[src/rtl/register_file.sv]
// ============================================================================
// Module      : register_file
// Description : Parameterised two-read / one-write register file. Each
//               register has a scoreboard busy bit, and a saturating counter
//               tracks committed writes. Register 0 is hardwired to zero.
//               Optional macro REGFILE_BYPASS_EN adds write-through
//               forwarding from the write port to both read ports.
// Revision    : 1.0 - initial release
// ============================================================================
`default_nettype none

module register_file #(
  parameter int WIDTH  = 16,
  parameter int DEPTH  = 16,
  parameter int ADDR_W = 4
) (
  input  logic              CLK,
  input  logic              reset_n,
  input  logic              reg_write,
  input  logic [ADDR_W-1:0] wr_addr,
  input  logic [WIDTH-1:0]  wr_data,
  input  logic              alloc_en,
  input  logic [ADDR_W-1:0] alloc_addr,
  input  logic [ADDR_W-1:0] rs1_addr,
  input  logic [ADDR_W-1:0] rs2_addr,
  output logic [WIDTH-1:0]  rs1_data,
  output logic [WIDTH-1:0]  rs2_data,
  output logic              rs1_busy,
  output logic              rs2_busy,
  output logic [15:0]       write_count
);

  localparam logic [15:0]       C_COUNT_MAX = 16'hFFFF;
  localparam logic [ADDR_W-1:0] C_ZERO_ADDR = '0;

  logic [WIDTH-1:0] regs_q [DEPTH];
  logic [WIDTH-1:0] regs_d [DEPTH];
  logic [DEPTH-1:0] busy_q;
  logic [DEPTH-1:0] busy_d;
  logic [15:0]      count_q;
  logic [15:0]      count_d;

  logic w_commit;
  logic w_alloc;

  // A write commits only when it targets a real (non-zero) register.
  always_comb begin
    w_commit = reg_write && (wr_addr != C_ZERO_ADDR);
    w_alloc  = alloc_en && (alloc_addr != C_ZERO_ADDR);
  end

  // Next-state: write clears busy, alloc applied afterwards so it wins on a
  // same-address collision; register 0 is forced to zero / not busy.
  always_comb begin
    regs_d  = regs_q;
    busy_d  = busy_q;
    count_d = count_q;
    if (w_commit) begin
      regs_d[wr_addr] = wr_data;
      busy_d[wr_addr] = 1'b0;
      if (count_q != C_COUNT_MAX) begin
        count_d = count_q + 16'd1;
      end
    end
    if (w_alloc) begin
      busy_d[alloc_addr] = 1'b1;
    end
    regs_d[0] = '0;
    busy_d[0] = 1'b0;
  end

  // State registers with asynchronous clear of data, busy bits and counter.
  always_ff @(posedge CLK or negedge reset_n) begin
    if (!reset_n) begin
      for (int i = 0; i < DEPTH; i++) begin
        regs_q[i] <= '0;
      end
      busy_q  <= '0;
      count_q <= '0;
    end else begin
      for (int i = 0; i < DEPTH; i++) begin
        regs_q[i] <= regs_d[i];
      end
      busy_q  <= busy_d;
      count_q <= count_d;
    end
  end

  // Read ports: stored state, optionally overridden by the in-flight write.
  always_comb begin
    rs1_data = (rs1_addr == C_ZERO_ADDR) ? '0 : regs_q[rs1_addr];
    rs2_data = (rs2_addr == C_ZERO_ADDR) ? '0 : regs_q[rs2_addr];
    rs1_busy = (rs1_addr == C_ZERO_ADDR) ? 1'b0 : busy_q[rs1_addr];
    rs2_busy = (rs2_addr == C_ZERO_ADDR) ? 1'b0 : busy_q[rs2_addr];
`ifdef REGFILE_BYPASS_EN
    // Forwarded value is not busy unless the same register is being
    // re-allocated in this very cycle.
    if (w_commit && (rs1_addr == wr_addr)) begin
      rs1_data = wr_data;
      rs1_busy = w_alloc && (alloc_addr == wr_addr);
    end
    if (w_commit && (rs2_addr == wr_addr)) begin
      rs2_data = wr_data;
      rs2_busy = w_alloc && (alloc_addr == wr_addr);
    end
`endif
  end

  // Counter output straight from its flop.
  always_comb begin
    write_count = count_q;
  end

endmodule

`default_nettype wire

[config.mk]
export PLATFORM = sky130hd
export DESIGN_NAME = register_file
export DESIGN_NICKNAME = d
export VERILOG_FILES = /design/src/rtl/register_file.sv
export SDC_FILE = /design/constraint.sdc
export NUM_CORES = 1
export LEC_CHECK = 0
export ABC_CLOCK_PERIOD_IN_PS = 3760
export CAP_MARGIN = 0
export CORE_ASPECT_RATIO = 0.5
export CORE_UTILIZATION = 50
export CTS_CLUSTER_DIAMETER = 80
export DETAILED_ROUTE_END_ITERATION = 10
export MAX_ROUTING_LAYER = met4
export PLACE_DENSITY = 0.69
export SLEW_MARGIN = 20
export SYNTH_ARGS = -nofsm -noshare
export SYNTH_HDL_FRONTEND = slang
export SYNTH_SLANG_ARGS = --single-unit
[constraint.sdc]
create_clock -name CLK -period 3.76 [get_ports CLK]
set_input_delay 0.564 -clock CLK [delete_from_list [all_inputs] [get_ports CLK]]
set_output_delay 0.564 -clock CLK [all_outputs]
set_load 0.02 [all_outputs]
# ---- Word level (Yosys, flattened, before mapping)
# Cells that the tools add are included.
dict set report totals {
  out_inout_bits 50
  regBits 271
}
dict set report op_classes {
  muxes 23
  n_reduce_logical 10
  n_addsub 1
  order_cmp 10
  n_eq_ne 1
  n_bitwise 6
}
# op count
set op_table {}
lappend op_table {{256-bit bitwise mux} 1}
lappend op_table {{16-bit 2-to-1 mux} 9}
lappend op_table {{16-bit binary-select mux with 4-bit select} 2}
lappend op_table {{16-bit demux with 4-bit select} 1}
lappend op_table {{4-bit by 5-bit < comparator with 1-bit output (second input constant)} 4}
lappend op_table {{16-bit by 1-bit adder with 16-bit output (second input constant)} 1}
lappend op_table {{16-bit bitwise AND} 1}
lappend op_table {{16-bit != test (second input constant)} 1}
lappend op_table {{16-bit NOT} 1}
lappend op_table {{16-bit bitwise OR} 1}
lappend op_table {{5-bit >= comparator (second input constant)} 3}
lappend op_table {{4-bit NOT with 5-bit output} 3}
lappend op_table {{1-bit binary-select mux with 4-bit select} 2}
lappend op_table {{1-bit demux with 4-bit select} 2}
lappend op_table {{4-bit by 1-bit >= comparator with 1-bit output (second input constant)} 2}
lappend op_table {{4-bit logical NOT} 2}
lappend op_table {{4-bit nonzero test} 2}
lappend op_table {{1-bit 2-to-1 mux} 6}
lappend op_table {{1-bit logical AND} 5}
lappend op_table {{5-bit by 1-bit < comparator with 1-bit output (second input constant)} 1}
lappend op_table {{2-bit AND reduction} 1}

# ---- Longest topological paths before layout
dict set report depth {
  depth_word 9
  depth_mapped 8
}

# ---- Least setup slack after synthesis
# OpenSTA, ideal clock, no wires.
dict set report synth_path {
  path_kind {input-to-output}
  start {input port rs1_addr[1]}
  end {output port rs1_data[9]}
  cell_stages 4
  path_buffers 2
  path_slack_ns 1.188
  arrival_ns 2.008
  path_cell_list {clkbuf_1 > buf_2 > mux4_2 > o21ai_0}
}
dict set report synth_via {
  elab_chain_cells 5
}
# element line_no
set synth_lines {}
lappend synth_lines {{start, declared} 24} ;# input logic [ADDR_W-1:0] rs1_addr,
lappend synth_lines {{4-bit NOT with 5-bit output (not written as such)} 91} ;# rs1_data = (rs1_addr == C_ZERO_ADDR) ? '0 : regs_q[rs1_addr];
lappend synth_lines {{16-bit binary-select mux with 4-bit select} 91}
lappend synth_lines {{16-bit 2-to-1 mux (not written as such) (2 in a row)} 91}
lappend synth_lines {{16-bit 2-to-1 mux (*)} 91}
lappend synth_lines {{end, declared} 26} ;# output logic [WIDTH-1:0] rs1_data,
# Mark *: on every way between the ends. The rest lies on a longest branch, timed or not. The select of a mux whose other input is x is not followed.

# ---- Final worst setup path
dict set report layout_path {
  start {input port rs2_addr[0]}
  end {output port rs2_data[14]}
}
dict set report layout_via {
  elab_chain_cells 5
}
# element line_no
set layout_lines {}
lappend layout_lines {{start, declared} 25} ;# input logic [ADDR_W-1:0] rs2_addr,
lappend layout_lines {{4-bit NOT with 5-bit output (not written as such)} 92} ;# rs2_data = (rs2_addr == C_ZERO_ADDR) ? '0 : regs_q[rs2_addr];
lappend layout_lines {{16-bit binary-select mux with 4-bit select} 92}
lappend layout_lines {{16-bit 2-to-1 mux (not written as such) (2 in a row)} 92}
lappend layout_lines {{16-bit 2-to-1 mux (*)} 92}
lappend layout_lines {{end, declared} 27} ;# output logic [WIDTH-1:0] rs2_data,
# Marked as above.

==> flow_metrics.tcl <==
set metrics [dict create \
    layout_common_cells "271 x dfrtp_1, 257 x mux2_2, 81 x mux4_2" \
    design.die.area_mm2 0.0302 \
    yosys_warnings 0 \
    synthMuxAreaShare 0.391 \
    vias_per_cell 6.45 \
    hold_buffers 0 \
    hold_viol 0 \
    area_growth_pct 15.4 \
    cpLargestDelayFamily "buffers and inverters" \
    htree_levels 1 \
    clk_path_buf_depth 3 \
    fin_crit_sh 0.894 \
    dp_slack_ns 0.404 \
    synth_area_leaders "dfrtp_1 46%, mux2_2 20%, mux4_2 12%" \
    rows 44 \
    drc 0 \
    cts_setup_buffers 0 \
    routed_wl_um 39800 \
    cp_slowest_stage_delay_ns 0.63 \
    final_common_cell "dfrtp_1" \
    wire_per_inst_um 26.0 \
    synth_area_mm2 0.0147 \
    clkTransAtPathRegs_ns 0.07 \
    track_usage 0.277 \
    instances_no_fill 1528 \
    setup_viol 0 \
    powerDensity_mw_per_mm2 553 \
    final.setup.tns_ns 0 \
    cp_max_fo 8 \
    antenna_found_initial 0 \
    diodes 0 \
    start_util 0.508 \
    grt_pass1_wl_um 61000 \
    final_util 0.587 \
    rsz0062_at_grt "no" \
    ios 86 \
    p_leak_nw 7.19 \
    clock_skew_ns 0.00320 \
    cts_sinks 271 \
    drive_gt1_frac 0.430 \
    die_h_um 123 \
    cts_root_buffer "clkbuf_16" \
    detail-route-antenna-nets 0 \
    irDropWorstVdd_mv 0.391 \
    clk_latency_ns 0.54 \
    crit_chain "clkdlybuf4s50_1, buf_4, mux4_2, o221a_2, clkdlybuf4s50_1" \
    dp_hpwl_um 25600 \
    portBuffers 85 \
    max_cap_viol_count 0 \
    synth.top_cell.area_share 0.460 \
    ff2ff_setup_slack_ns 1.75 \
    slew_viol_final 0 \
    synth_fa_ha_area_frac 0.000848 \
    nNetsFinal 1156 \
    grt_pass1_vias 10100 \
    status "completed" \
    grt_max_degree 111 \
    setup_ws_ns 0.399 \
    coreArea_mm2 0.0290 \
    numCtsBuffers 26 \
    syn_avg_cell_area_um2 14.1 \
    synth-seq-cells 271 \
    critPathMostFrequentCell "clkdlybuf4s50_1" \
    synthArstFlopShare 1.00 \
    relSlewSlack 0.266 \
    gp_congestion 0.867 \
    tightest_slew_ns 1.10 \
    synth_edf_count 0 \
    cts_tree "done" \
    gr-total-overflow 0 \
    drt_pass1_iterations 5 \
    max_freq_ghz 0.298 \
    ys.flop_type "dfrtp_1" \
    place_inst 1482 \
    synth_nets 1085 \
    worstSetupEndpointType "output port" \
    critPathKind "in -> out" \
    first_iter_violations 863 \
    synth_xor_area_frac 0.00713 \
    cpMaxStageDelayCell "clkdlybuf4s50_1" \
    crit_required_ns 3.20 \
    hold_path_class "in -> async" \
    synth_compound_area_frac 0.0668 \
    crit_arrival_ns 2.80 \
    yosysSeqAreaShare 0.460 \
    vias 9855 \
    synth.distinct_cells 49 \
    synthSimpleGateAreaFrac 0.0391 \
    total_power_w 0.00942 \
    cp.buffers_inverters 3 \
    postSynthCellCount 1048 \
    die_x_um 245 \
    cts_resized 0 \
    synth_area_leader_cell "dfrtp_1" \
    fin_crit_ns 3.36 \
    start_kind "primary input" \
    synth_top_family_by_area "multiplexers" \
]
## layout make-up
type                    count  area [µm²]
fillers                  2259       12000
multi-input cells         679        7450
flip-flops and latches    271        6780
repair buffers            138        1360
clock buffers              35         764
well taps                 391         489
clock inverters            11         166
inverters                   3        11.3
## registers in the layout, indices dropped and copies added (netlist names)
register	cells
regs_q	240
busy_q	15
write_count	16
## cells in the mapped netlist, types with 8 or more instances
| library cell | instances |
|---|---|
| dfrtp_1 | 271 |
| mux2_2 | 257 |
| mux4_2 | 81 |
| mux2i_1 | 52 |
| clkbuf_1 | 42 |
| a21oi_1 | 33 |
| buf_2 | 33 |
| a221o_1 | 31 |
| mux2_4 | 27 |
| o21ai_0 | 26 |
| nand2_1 | 23 |
| a22oi_1 | 17 |
| nor2b_1 | 15 |
| nor3_1 | 14 |
| mux2_1 | 11 |
| a221oi_1 | 10 |
| xor2_1 | 10 |
| nor2_2 | 9 |
| buf_4 | 8 |
| nor2_1 | 8 |
## kinds of logic (layout without fill, tap and decap cells)
logic type,Yosys count,count (layout)
AOI/OAI and AO/OA,136,136
xor gates and xnor gates,12,12
adders and majority gates,1,1
buffers and inverters,98,187
DFF,271,271
muxes,428,428
and+or+nand+nor,102,102
## metal layers
metal | share of wire | GRT usage | wire [µm]
met5 | 0 | - | 0
met4 | 0.021 | 0.0684 | 853
met3 | 0.069 | 0.0532 | 2750
met2 | 0.46 | 0.424 | 18500
met1 | 0.45 | 0.383 | 17700
## path summary, 6_finish.rpt
path	startpoint	end	cells after the start
hold reg to reg	write_count[7]	write_count[7]	1
hold / removal	reset_n	regs_q[123]	1
max in group asynchronous	reset_n	write_count[2]	2
setup reg to reg	write_count[0]	write_count[1]	4
setup / recovery	rs2_addr[0]	rs2_data[14]	5
min in group CLK	write_count[7]	write_count[7]	1
## metrics by stage
step	hold slack, ns	instance area, µm²
global route	0.106	17000
CTS	0.0933	17000
global placement	0.482	16100
finish	0.0331	17000
floorplan	0.268	14700
detailed placement	0.485	16100
## report_power, final
| part | internal [W] | total (W) | switching, W |
|---|---|---|---|
| clock | 0.00170 | 0.00286 | 0.00116 |
| sequential | 0.00360 | 0.00417 | 0.000569 |
| combinational | 0.00142 | 0.00239 | 0.000964 |
| total | 0.00672 | 0.00942 | 0.00270 |
Note: power is estimated with default switching activity, not from simulation.
